**src/rtl/ram_lsu_ctrl.sv**
```systemverilog
// ram_lsu_ctrl: load/store front end for the word-wide data RAM.
// One request at a time. Byte and halfword stores are read-modify-write
// because the RAM has no byte enables. Sub-word loads are lane-extracted and
// sign- or zero-extended. Misaligned and illegal-size accesses are reported
// as errors without touching the RAM.
// Optional build macro RAM_BOUND_CHK_EN: when defined, a word index
// >= RAM_DEPTH is also an error. When undefined, the address goes to the RAM as-is.
module ram_lsu_ctrl #(
    parameter int RAM_DEPTH = 4096,
    parameter int ADDR_W    = 32
) (
    input  logic              clk_i,
    input  logic              rst_i,
    input  logic              req_valid_i,
    output logic              req_ready_o,
    input  logic              req_we_i,
    input  logic [1:0]        req_size_i,
    input  logic              req_unsigned_i,
    input  logic [ADDR_W-1:0] req_addr_i,
    input  logic [31:0]       req_wdata_i,
    output logic              rsp_valid_o,
    output logic [31:0]       rsp_rdata_o,
    output logic              rsp_err_o,
    output logic              ram_wr_en_o,
    output logic [ADDR_W-1:0] ram_wr_addr_o,
    output logic [31:0]       ram_wr_data_o,
    output logic [ADDR_W-1:0] ram_rd_addr_o,
    input  logic [31:0]       ram_rd_data_i
);

    typedef enum logic [2:0] {
        ST_IDLE = 3'd0,
        ST_RD   = 3'd1,
        ST_MRG  = 3'd2,
        ST_WR   = 3'd3,
        ST_RESP = 3'd4
    } state_t;

    localparam logic [1:0] SZ_BYTE = 2'b00;
    localparam logic [1:0] SZ_HALF = 2'b01;
    localparam logic [1:0] SZ_WORD = 2'b10;

`ifdef RAM_BOUND_CHK_EN
    localparam logic BOUND_CHK = 1'b1;
`else
    localparam logic BOUND_CHK = 1'b0;
`endif

    localparam logic [ADDR_W-1:0] DEPTH_W = ADDR_W'(RAM_DEPTH);

    // Pick the addressed lane out of a RAM word and extend it to 32 bits.
    function automatic logic [31:0] load_extract(
        input logic [31:0] word,
        input logic [1:0]  size,
        input logic [1:0]  lane,
        input logic        uns
    );
        logic [7:0]  b;
        logic [15:0] h;
        logic [31:0] res;
        case (lane)
            2'b00:   b = word[7:0];
            2'b01:   b = word[15:8];
            2'b10:   b = word[23:16];
            2'b11:   b = word[31:24];
            default: b = 8'h00;
        endcase
        h = lane[1] ? word[31:16] : word[15:0];
        case (size)
            SZ_BYTE: res = uns ? {24'h000000, b} : {{24{b[7]}}, b};
            SZ_HALF: res = uns ? {16'h0000, h}   : {{16{h[15]}}, h};
            default: res = word;
        endcase
        return res;
    endfunction

    // Replace only the addressed byte/half lane of a RAM word with store data.
    function automatic logic [31:0] store_merge(
        input logic [31:0] word,
        input logic [1:0]  size,
        input logic [1:0]  lane,
        input logic [15:0] data
    );
        logic [31:0] res;
        res = word;
        case (size)
            SZ_BYTE: begin
                case (lane)
                    2'b00:   res[7:0]   = data[7:0];
                    2'b01:   res[15:8]  = data[7:0];
                    2'b10:   res[23:16] = data[7:0];
                    2'b11:   res[31:24] = data[7:0];
                    default: res = word;
                endcase
            end
            SZ_HALF: begin
                if (lane[1]) begin
                    res[31:16] = data;
                end else begin
                    res[15:0] = data;
                end
            end
            default: res = word;
        endcase
        return res;
    endfunction

    state_t              r_state;
    state_t              w_state_n;
    logic [ADDR_W-1:0]   r_addr;
    logic [1:0]          r_size;
    logic                r_we;
    logic                r_unsigned;
    logic                r_req_ready;
    logic                r_rsp_valid;
    logic [31:0]         r_rsp_rdata;
    logic                r_rsp_err;
    logic                r_ram_wr_en;
    logic [ADDR_W-1:0]   r_ram_wr_addr;
    logic [31:0]         r_ram_wr_data;

    logic                w_accept;
    logic                w_misalign;
    logic                w_oob;
    logic                w_req_err;

    assign w_accept = (r_state == ST_IDLE) && req_valid_i;
    assign w_oob    = BOUND_CHK && ({2'b00, req_addr_i[ADDR_W-1:2]} >= DEPTH_W);
    assign w_req_err = w_misalign || w_oob;

    // Alignment and size legality of the incoming request.
    always_comb begin
        w_misalign = 1'b0;
        case (req_size_i)
            SZ_BYTE: w_misalign = 1'b0;
            SZ_HALF: w_misalign = req_addr_i[0];
            SZ_WORD: w_misalign = (req_addr_i[1:0] != 2'b00);
            default: w_misalign = 1'b1;
        endcase
    end

    // State register; reset aborts any access in flight.
    always_ff @(posedge clk_i or posedge rst_i) begin
        if (rst_i) begin
            r_state <= ST_IDLE;
        end else begin
            r_state <= w_state_n;
        end
    end

    // Next-state sequencing for error, word store, load and RMW paths.
    always_comb begin
        w_state_n = r_state;
        case (r_state)
            ST_IDLE: begin
                if (!req_valid_i) begin
                    w_state_n = ST_IDLE;
                end else if (w_req_err) begin
                    w_state_n = ST_RESP;
                end else if (req_we_i && (req_size_i == SZ_WORD)) begin
                    w_state_n = ST_WR;
                end else begin
                    w_state_n = ST_RD;
                end
            end
            ST_RD:   w_state_n = ST_MRG;
            ST_MRG: begin
                if (r_we) begin
                    w_state_n = ST_WR;
                end else begin
                    w_state_n = ST_RESP;
                end
            end
            ST_WR:   w_state_n = ST_RESP;
            ST_RESP: w_state_n = ST_IDLE;
            default: w_state_n = ST_IDLE;
        endcase
    end

    // Request capture, registered outputs and lane extract/merge datapath.
    always_ff @(posedge clk_i or posedge rst_i) begin
        if (rst_i) begin
            r_addr        <= '0;
            r_size        <= 2'b00;
            r_we          <= 1'b0;
            r_unsigned    <= 1'b0;
            r_req_ready   <= 1'b1;
            r_rsp_valid   <= 1'b0;
            r_rsp_rdata   <= 32'h0000_0000;
            r_rsp_err     <= 1'b0;
            r_ram_wr_en   <= 1'b0;
            r_ram_wr_addr <= '0;
            r_ram_wr_data <= 32'h0000_0000;
        end else begin
            r_req_ready <= (w_state_n == ST_IDLE);
            r_rsp_valid <= (w_state_n == ST_RESP);
            r_ram_wr_en <= (w_state_n == ST_WR);
            if (w_accept) begin
                r_addr        <= req_addr_i;
                r_size        <= req_size_i;
                r_we          <= req_we_i;
                r_unsigned    <= req_unsigned_i;
                r_ram_wr_addr <= {req_addr_i[ADDR_W-1:2], 2'b00};
                // Holds the raw store data until MRG overwrites it with the merged word.
                r_ram_wr_data <= req_wdata_i;
                r_rsp_rdata   <= 32'h0000_0000;
                r_rsp_err     <= w_req_err;
            end else begin
                r_rsp_err <= 1'b0;
                if (r_state == ST_MRG) begin
                    if (r_we) begin
                        r_ram_wr_data <= store_merge(ram_rd_data_i, r_size, r_addr[1:0],
                                                     r_ram_wr_data[15:0]);
                    end else begin
                        r_rsp_rdata <= load_extract(ram_rd_data_i, r_size, r_addr[1:0],
                                                    r_unsigned);
                    end
                end
            end
        end
    end

    assign req_ready_o   = r_req_ready;
    assign rsp_valid_o   = r_rsp_valid;
    assign rsp_rdata_o   = r_rsp_rdata;
    assign rsp_err_o     = r_rsp_err;
    assign ram_wr_en_o   = r_ram_wr_en;
    assign ram_wr_addr_o = r_ram_wr_addr;
    assign ram_wr_data_o = r_ram_wr_data;
    assign ram_rd_addr_o = r_addr;

endmodule

```
**config.mk**
```make
export PLATFORM = sky130hd
export DESIGN_NAME = ram_lsu_ctrl
export DESIGN_NICKNAME = d
export VERILOG_FILES = /design/src/rtl/ram_lsu_ctrl.sv
export SDC_FILE = /design/constraint.sdc
export NUM_CORES = 1
export LEC_CHECK = 0
export CORE_MARGIN = 4
export CORE_UTILIZATION = 47
export CTS_CLUSTER_DIAMETER = 200
export DETAILED_ROUTE_END_ITERATION = 10
export GPL_TIMING_DRIVEN = 0
export HOLD_SLACK_MARGIN = 0.02
export PLACE_DENSITY_LB_ADDON = 0.05
export RECOVER_POWER = 100
export SKIP_LAST_GASP = 1
export SLEW_MARGIN = 20
export SYNTH_ARGS = -nofsm -noshare
export SYNTH_HDL_FRONTEND = slang
export SYNTH_SLANG_ARGS = --single-unit
```
**constraint.sdc**
```tcl
create_clock -name clk_i -period 5.41 [get_ports clk_i]
set_input_delay 1.082 -clock clk_i [delete_from_list [all_inputs] [get_ports clk_i]]
set_output_delay 1.082 -clock clk_i [all_outputs]
set_load 0.05 [all_outputs]
```
==> impl_metrics.env, run 1 <==
export IMPL_status="finished clean"
export IMPL_routed_wl_um=20200
export IMPL_yosys_cell_types_count=50
export IMPL_report_final_setup_viol=0
export IMPL_design_power_total_w=0.00624
export IMPL_critical_path_reg2reg_startpoint="r_state[1]"
export IMPL_worst_setup_path_end_kind="flop"
export IMPL_postRouteAntennaNets=0
export IMPL_numCtsBuffers=9
export IMPL_vias=5556
export IMPL_path_cells="dlygate4sd3_1, nor4b_1, clkbuf_1, clkbuf_1, clkbuf_1, nand2_1, nand2_1"
export IMPL_critPathArrivalTime_ps=3910
export IMPL_transition_time_at_the_pin_with_the_least_slew_margin_ps=1370
export IMPL_path_class="in -> reg"
export IMPL_areaGrowthSynthToFinish_pct=50.3
export IMPL_layout_min_cycle_time_ps=3620
export IMPL_p_leak_nw=3.91
export IMPL_die_height_um=117
export IMPL_clk_pin_slew_worst_paths_ps=80
export IMPL_worstSetupEndpoint="ram_rd_addr_o[28]"
export IMPL_dominantRegCellSynth="sky130_fd_sc_hd__dfrtp_1"
export IMPL_clock_root_buffer="sky130_fd_sc_hd__clkbuf_16"
export IMPL_mostFrequentLayoutCell="sky130_fd_sc_hd__nand2_1"
export IMPL_maxClockFrequency_mhz=276
export IMPL_cts_repair_timing_setup_buffer_count=0
export IMPL_synth_seq_cells=107
export IMPL_worstSetupStartpoint="req_valid_i"
export IMPL_critPathMaxStageDelay_ps=640
export IMPL_final_net_count=926
export IMPL_antenna_found_initial=0
export IMPL_synth_async_reset_ratio=1.00
export IMPL_gp_congestion=0.969
export IMPL_n_antenna_cell=0
export IMPL_mostFrequentLayoutCells="139 x sky130_fd_sc_hd__nand2_1, 133 x sky130_fd_sc_hd__dlygate4sd3_1, 106 x sky130_fd_sc_hd__dfrtp_1"
export IMPL_ctsResizeCount=0
export IMPL_cp_common_cell="sky130_fd_sc_hd__clkbuf_1"
export IMPL_cts_hold_repair_buffers=0
export IMPL_final_max_slew_violation_count=0
export IMPL_synth_avg_cell_area_um2=9.66
export IMPL_grt_max_degree=79
export IMPL_numClockSinks=107
export IMPL_regArea_um2=2680
export IMPL_cts_tree="done"
export IMPL_globalRouteTotalUtil=0.293
export IMPL_synth_enable_flop_cells=0
export IMPL_start_kind="input pin"
export IMPL_clock_latency_ps=350
export IMPL_hpwl_um=15800
export IMPL_dr_first_iter_drc_count=388
export IMPL_cts_htree_levels=3
export IMPL_routed_wire_length_per_instance_um=20.8
export IMPL_fillCellCount=853
export IMPL_layout_cells_sized_above_1=0.0978
export IMPL_slowest_cell_on_crit_path="sky130_fd_sc_hd__nor4b_1"
export IMPL_drc=0
export IMPL_post_syn_area_um2=5590
export IMPL_clock_tree_skew_after_final_layout_ps=7.72
export IMPL_layout_core_utilization=0.729
export IMPL_worst_slew_margin_rel=0.0828
export IMPL_dieArea_um2=13700
export IMPL_port_buffer_count=232
export IMPL_grt_first_pass_wirelength_um=30500
export IMPL_power_density_nw_per_um2=743
export IMPL_layoutNonFillerInstCount=971
export IMPL_synth_seq_area_share=0.480
export IMPL_rsz0062_at_grt="no"
export IMPL_layout_worst_path_cycle_share=0.669
export IMPL_clock_path_buffers=2
export IMPL_viasPerCell=5.72
export IMPL_syn_instance_count=578
export IMPL_finalHoldViolations=0
export IMPL_drv_cap=0
export IMPL_ys_warnings_count=0
export IMPL_multiInputGateArea_um2=2420
export IMPL_power_ir_vdd_worst_mv=0.451
export IMPL_start_util=0.485
export IMPL_required_ps=5700
export IMPL_worstHoldPathType="reg -> reg"
export IMPL_worstReg2RegEnd="ram_rd_addr_o[28]"
export IMPL_io_pin_count=235
export IMPL_dp_cells=955
export IMPL_first_global_vias=5488
export IMPL_floorplan_core_area_um2=11500
export IMPL_floorplan_die_width_um=117
export IMPL_worstPathMaxFanout=10
export IMPL_rr_worst_depth=7
export IMPL_firstDrtPassIters=5
export IMPL_globalRouteOverflowTotal=0
export IMPL_setup_reg_to_reg_worst_slack_ps=2590
export IMPL_fp_row_count=39
where the power goes:
part / internal, W / total (W) / switching, W / leakage, nW
Clock: 0.000344 / 0.000658 / 0.000314 / 0.144
Sequential: 0.00117 / 0.00146 / 0.000289 / 1.35
Combinational: 0.00135 / 0.00412 / 0.00277 / 2.42
kinds of logic (layout without fill, tap and decap cells):
group / after synthesis / count (layout) / synth area share
simple gates: 213 / 213 / 0.166
compound gates: 134 / 134 / 0.193
flops: 107 / 107 / 0.480
buf+inv: 82 / 331 / 0.0849
mux: 41 / 41 / 0.0757
other cells: 1 / 2 / 0.000671
worst max-delay path, delay by kind of cell:
family / cells / cell delay (ps)
buffers and inverters: 4 / 1960
AND/OR/NAND/NOR: 3 / 860
area by class of cell:
cell class | instances | share of cell area
Buffer | 76 | 0.0529
Clock buffer | 11 | 0.0301
Clock inverter | 5 | 0.00537
Inverter | 6 | 0.00283
Multi-Input combinational cell | 390 | 0.289
Sequential cell | 107 | 0.319
Tap cell | 143 | 0.0213
Timing Repair Buffer | 233 | 0.280
metrics by stage:
| step | setup slack [ps] | setup TNS (ps) | instance area, um2 | hold WS [ps] |
|---|---|---|---|---|
| floorplan | 1510 | 0 | 5590 | 518 |
| global placement | -39.0 | -3010 | 8090 | 479 |
| detailed placement | 2020 | 0 | 8120 | 483 |
| CTS | 2380 | 0 | 8420 | 500 |
| global route | 1550 | 0 | 8400 | 521 |
| finish | 1790 | 0 | 8400 | 493 |
registers in the layout, indices dropped and copies added, names as in the netlist:
| signal | flops |
|---|---|
| r_size | 2 |
| r_state | 3 |
| r_unsigned | 1 |
| r_we | 1 |
| ram_rd_addr_o | 32 |
| ram_wr_data_o | 32 |
| ram_wr_en_o | 1 |
| req_ready_o | 1 |
| rsp_err_o | 1 |
| rsp_rdata_o | 32 |
| rsp_valid_o | 1 |
worst min path at each step:
stage / from / end / slack, ps / cells after the start
global placement: rsp_rdata_o[8] / rsp_rdata_o[8] / 480 / 1
global route: rsp_rdata_o[13] / rsp_rdata_o[13] / 520 / 1
floorplan: r_state[2] / r_state[2] / 520 / 2
CTS: rsp_rdata_o[9] / rsp_rdata_o[9] / 500 / 1
finish: rsp_rdata_o[9] / rsp_rdata_o[9] / 490 / 1
detailed placement: rsp_rdata_o[9] / rsp_rdata_o[9] / 480 / 1
per-layer routing:
metal / vias up / wire length (um) / global-route usage / share of wire
met5: - / 0 / 0 / 0
met4: 0 / 524 / 0.113 / 0.026
met3: 40 / 1680 / 0.0535 / 0.083
met2: 304 / 9920 / 0.490 / 0.49
met1: 2694 / 8060 / 0.380 / 0.40
li1: 2518 / - / - / -
cell usage after synthesis, types with 2 or more instances:
library cell / number / share of area
sky130_fd_sc_hd__a21oi_1: 21 / 0.019
sky130_fd_sc_hd__nand2b_1: 10 / 0.011
sky130_fd_sc_hd__nor3_1: 6 / 0.0054
sky130_fd_sc_hd__or2_2: 2 / 0.0022
sky130_fd_sc_hd__nor2b_1: 3 / 0.0034
sky130_fd_sc_hd__o21ai_0: 14 / 0.013
sky130_fd_sc_hd__mux2_2: 10 / 0.020
sky130_fd_sc_hd__a311oi_1: 6 / 0.0094
sky130_fd_sc_hd__buf_6: 3 / 0.0060
sky130_fd_sc_hd__a221o_1: 16 / 0.029
sky130_fd_sc_hd__a32oi_1: 8 / 0.013
sky130_fd_sc_hd__a22oi_1: 8 / 0.011
sky130_fd_sc_hd__inv_1: 5 / 0.0034
sky130_fd_sc_hd__a32o_1: 7 / 0.013
sky130_fd_sc_hd__o221ai_1: 7 / 0.011
sky130_fd_sc_hd__mux2i_1: 31 / 0.056
sky130_fd_sc_hd__buf_2: 12 / 0.011
sky130_fd_sc_hd__nand2_1: 139 / 0.093
sky130_fd_sc_hd__nor4b_1: 2 / 0.0031
sky130_fd_sc_hd__buf_4: 34 / 0.046
sky130_fd_sc_hd__buf_1: 5 / 0.0034
sky130_fd_sc_hd__dfrtp_1: 106 / 0.47
sky130_fd_sc_hd__nor2_1: 34 / 0.023
sky130_fd_sc_hd__o31ai_1: 6 / 0.0081
sky130_fd_sc_hd__o311ai_0: 9 / 0.014
sky130_fd_sc_hd__or3_1: 7 / 0.0078
sky130_fd_sc_hd__a22o_1: 10 / 0.016
sky130_fd_sc_hd__a211oi_1: 7 / 0.0094
sky130_fd_sc_hd__clkbuf_1: 21 / 0.014
sky130_fd_sc_hd__nor3_2: 2 / 0.0036
sky130_fd_sc_hd__a21o_1: 7 / 0.0094
sky130_fd_sc_hd__or4b_4: 2 / 0.0049
Note: power is estimated with default switching activity, not from simulation.
==> run 2, diff against run 1 <==
--- a/config.mk
+++ b/config.mk
@@ -6,7 +6,7 @@
 export NUM_CORES = 1
 export LEC_CHECK = 0
 export CORE_MARGIN = 4
-export CORE_UTILIZATION = 47
+export CORE_UTILIZATION = 43
 export CTS_CLUSTER_DIAMETER = 200
 export DETAILED_ROUTE_END_ITERATION = 10
 export GPL_TIMING_DRIVEN = 0
==> constraint.sdc (replaced) <==
create_clock -name clk_i -period 3.51 [get_ports clk_i]
set_input_delay 0.702 -clock clk_i [delete_from_list [all_inputs] [get_ports clk_i]]
set_output_delay 0.702 -clock clk_i [all_outputs]
set_load 0.05 [all_outputs]
==> impl_metrics.env, run 2 (same netlist as run 1, synthesis figures left out) <==
export IMPL_gp_congestion=0.945
export IMPL_layout_cells_sized_above_1=0.104
export IMPL_clk_pin_slew_worst_paths_ps=80
export IMPL_power_density_nw_per_um2=1130
export IMPL_critical_path_n_buffers_inverters=3
export IMPL_postRouteAntennaNets=0
export IMPL_hpwl_um=15800
export IMPL_routed_wire_length_per_instance_um=20.1
export IMPL_worstHoldPathType="reg -> reg"
export IMPL_report_final_setup_viol=0
export IMPL_port_buffer_count=232
export IMPL_routed_wl_um=20100
export IMPL_mostFrequentLayoutCells="139 x sky130_fd_sc_hd__nand2_1, 133 x sky130_fd_sc_hd__dlygate4sd3_1, 106 x sky130_fd_sc_hd__dfrtp_1"
export IMPL_finish_instance_area_um2=8430
export IMPL_slowest_cell_on_crit_path="sky130_fd_sc_hd__nor4b_1"
export IMPL_layout_min_cycle_time_ps=3040
export IMPL_transition_time_at_the_pin_with_the_least_slew_margin_ps=1410
export IMPL_dr_first_iter_drc_count=358
export IMPL_dieArea_um2=14900
export IMPL_drv_cap=0
export IMPL_drc=0
export IMPL_worst_setup_path_end_kind="flop"
export IMPL_areaGrowthSynthToFinish_pct=51.0
export IMPL_mostFrequentLayoutCell="sky130_fd_sc_hd__nand2_1"
export IMPL_final_net_count=928
export IMPL_cts_hold_repair_buffers=0
export IMPL_cp_common_cell="sky130_fd_sc_hd__clkbuf_1"
export IMPL_numCtsBuffers=9
export IMPL_clock_root_buffer="sky130_fd_sc_hd__clkbuf_16"
export IMPL_p_leak_nw=3.93
export IMPL_grt_first_pass_wirelength_um=30600
export IMPL_clock_tree_skew_after_final_layout_ps=6.80
export IMPL_power_ir_vdd_worst_mv=0.507
export IMPL_antenna_found_initial=0
export IMPL_required_ps=3790
export IMPL_critical_path_top_delay_family="buffers and inverters"
export IMPL_critPathArrivalTime_ps=3310
export IMPL_viasPerCell=5.46
export IMPL_final_max_slew_violation_count=0
export IMPL_start_kind="input pin"
export IMPL_globalRouteOverflowTotal=0
export IMPL_cts_repair_timing_setup_buffer_count=0
export IMPL_cts_tree="done"
export IMPL_rsz0062_at_grt="no"
export IMPL_worstPathMaxFanout=10
export IMPL_n_antenna_cell=0
export IMPL_clock_path_buffers=2
export IMPL_finalHoldViolations=0
export IMPL_aggregate_negative_setup_slack_ps=0
export IMPL_path_class="in -> reg"
export IMPL_globalRouteTotalUtil=0.270
export IMPL_die_height_um=122
export IMPL_ctsResizeCount=0
export IMPL_firstDrtPassIters=5
export IMPL_maxClockFrequency_mhz=329
export IMPL_first_global_vias=5411
export IMPL_worst_slew_margin_rel=0.0575
export IMPL_floorplan_die_width_um=122
export IMPL_grt_max_degree=34
export IMPL_layout_core_utilization=0.665
export IMPL_clock_latency_ps=350
export IMPL_layout_worst_path_cycle_share=0.865
export IMPL_vias=5470
export IMPL_floorplan_core_area_um2=12700
export IMPL_fillCellCount=1067
export IMPL_path_cells="dlygate4sd3_1, nor4b_1, clkbuf_1, clkbuf_1, a22oi_1, o21ai_0"
export IMPL_fp_row_count=41
export IMPL_numClockSinks=107
export IMPL_postPlaceCellArea_um2=8190
export IMPL_cts_htree_levels=3
export IMPL_start_util=0.441
export IMPL_status="finished clean"
export IMPL_io_pin_count=235
export IMPL_critPathMaxStageDelay_ps=810
[run 2: worst register-to-register path, cell delays in order, from the launching register on]
cell,delay [ps]
sky130_fd_sc_hd__dfrtp_1,360
sky130_fd_sc_hd__buf_2,160
sky130_fd_sc_hd__nor4b_1,840
sky130_fd_sc_hd__clkbuf_1,420
sky130_fd_sc_hd__clkbuf_1,490
sky130_fd_sc_hd__a22oi_1,170
sky130_fd_sc_hd__o21ai_0,100
[run 2: metrics by stage]
stage	std cells	power [W]	hold slack, ps	setup slack, ps
finish	1002	0.00953	500	473
global route	1002	0.0100	520	262
CTS	1002	0.00985	509	669
detailed placement	986	0.00886	479	310
global placement	983	0.00875	483	262
floorplan	579	0.00666	518	1330
[run 2: cell type report]
cell class	count	area [um2]	area share
buffer	76	449	0.0533
clock buffer	9	225	0.0267
clock inverter	7	51.3	0.00608
inverter	6	23.8	0.00282
multi-input combinational	390	2420	0.287
sequential	107	2680	0.318
tap	172	215	0.0255
timing repair buffer	235	2370	0.281
[run 2: worst paths after layout]
kind | startpoint | depth (start not counted) | to | slack (ps)
max | req_valid_i | 6 | ram_wr_data_o[16] | 470
min | ram_rd_addr_o[12] | 2 | ram_rd_addr_o[12] | 500
max reg2reg | r_state[1] | 6 | ram_wr_data_o[16] | 900
min reg2reg | ram_rd_addr_o[12] | 2 | ram_rd_addr_o[12] | 500
max in group asynchronous | rst_i | 4 | req_ready_o | 630
min in group asynchronous | rst_i | 2 | ram_rd_addr_o[11] | 1030
[run 2: where the power goes]
part	internal, W	leakage [nW]	switching [W]
clock network	0.000486	0.132	0.000479
registers	0.00180	1.35	0.000439
logic	0.00208	2.44	0.00424
[run 2: per-layer routing]
layer / GRT usage / vias to the layer above / routed length (um)
met3: 0.0520 / 38 / 1550
li1: - / 2534 / -
met1: 0.364 / 2648 / 8450
met2: 0.435 / 250 / 9620
met4: 0.100 / 0 / 523
met5: 0 / - / 0
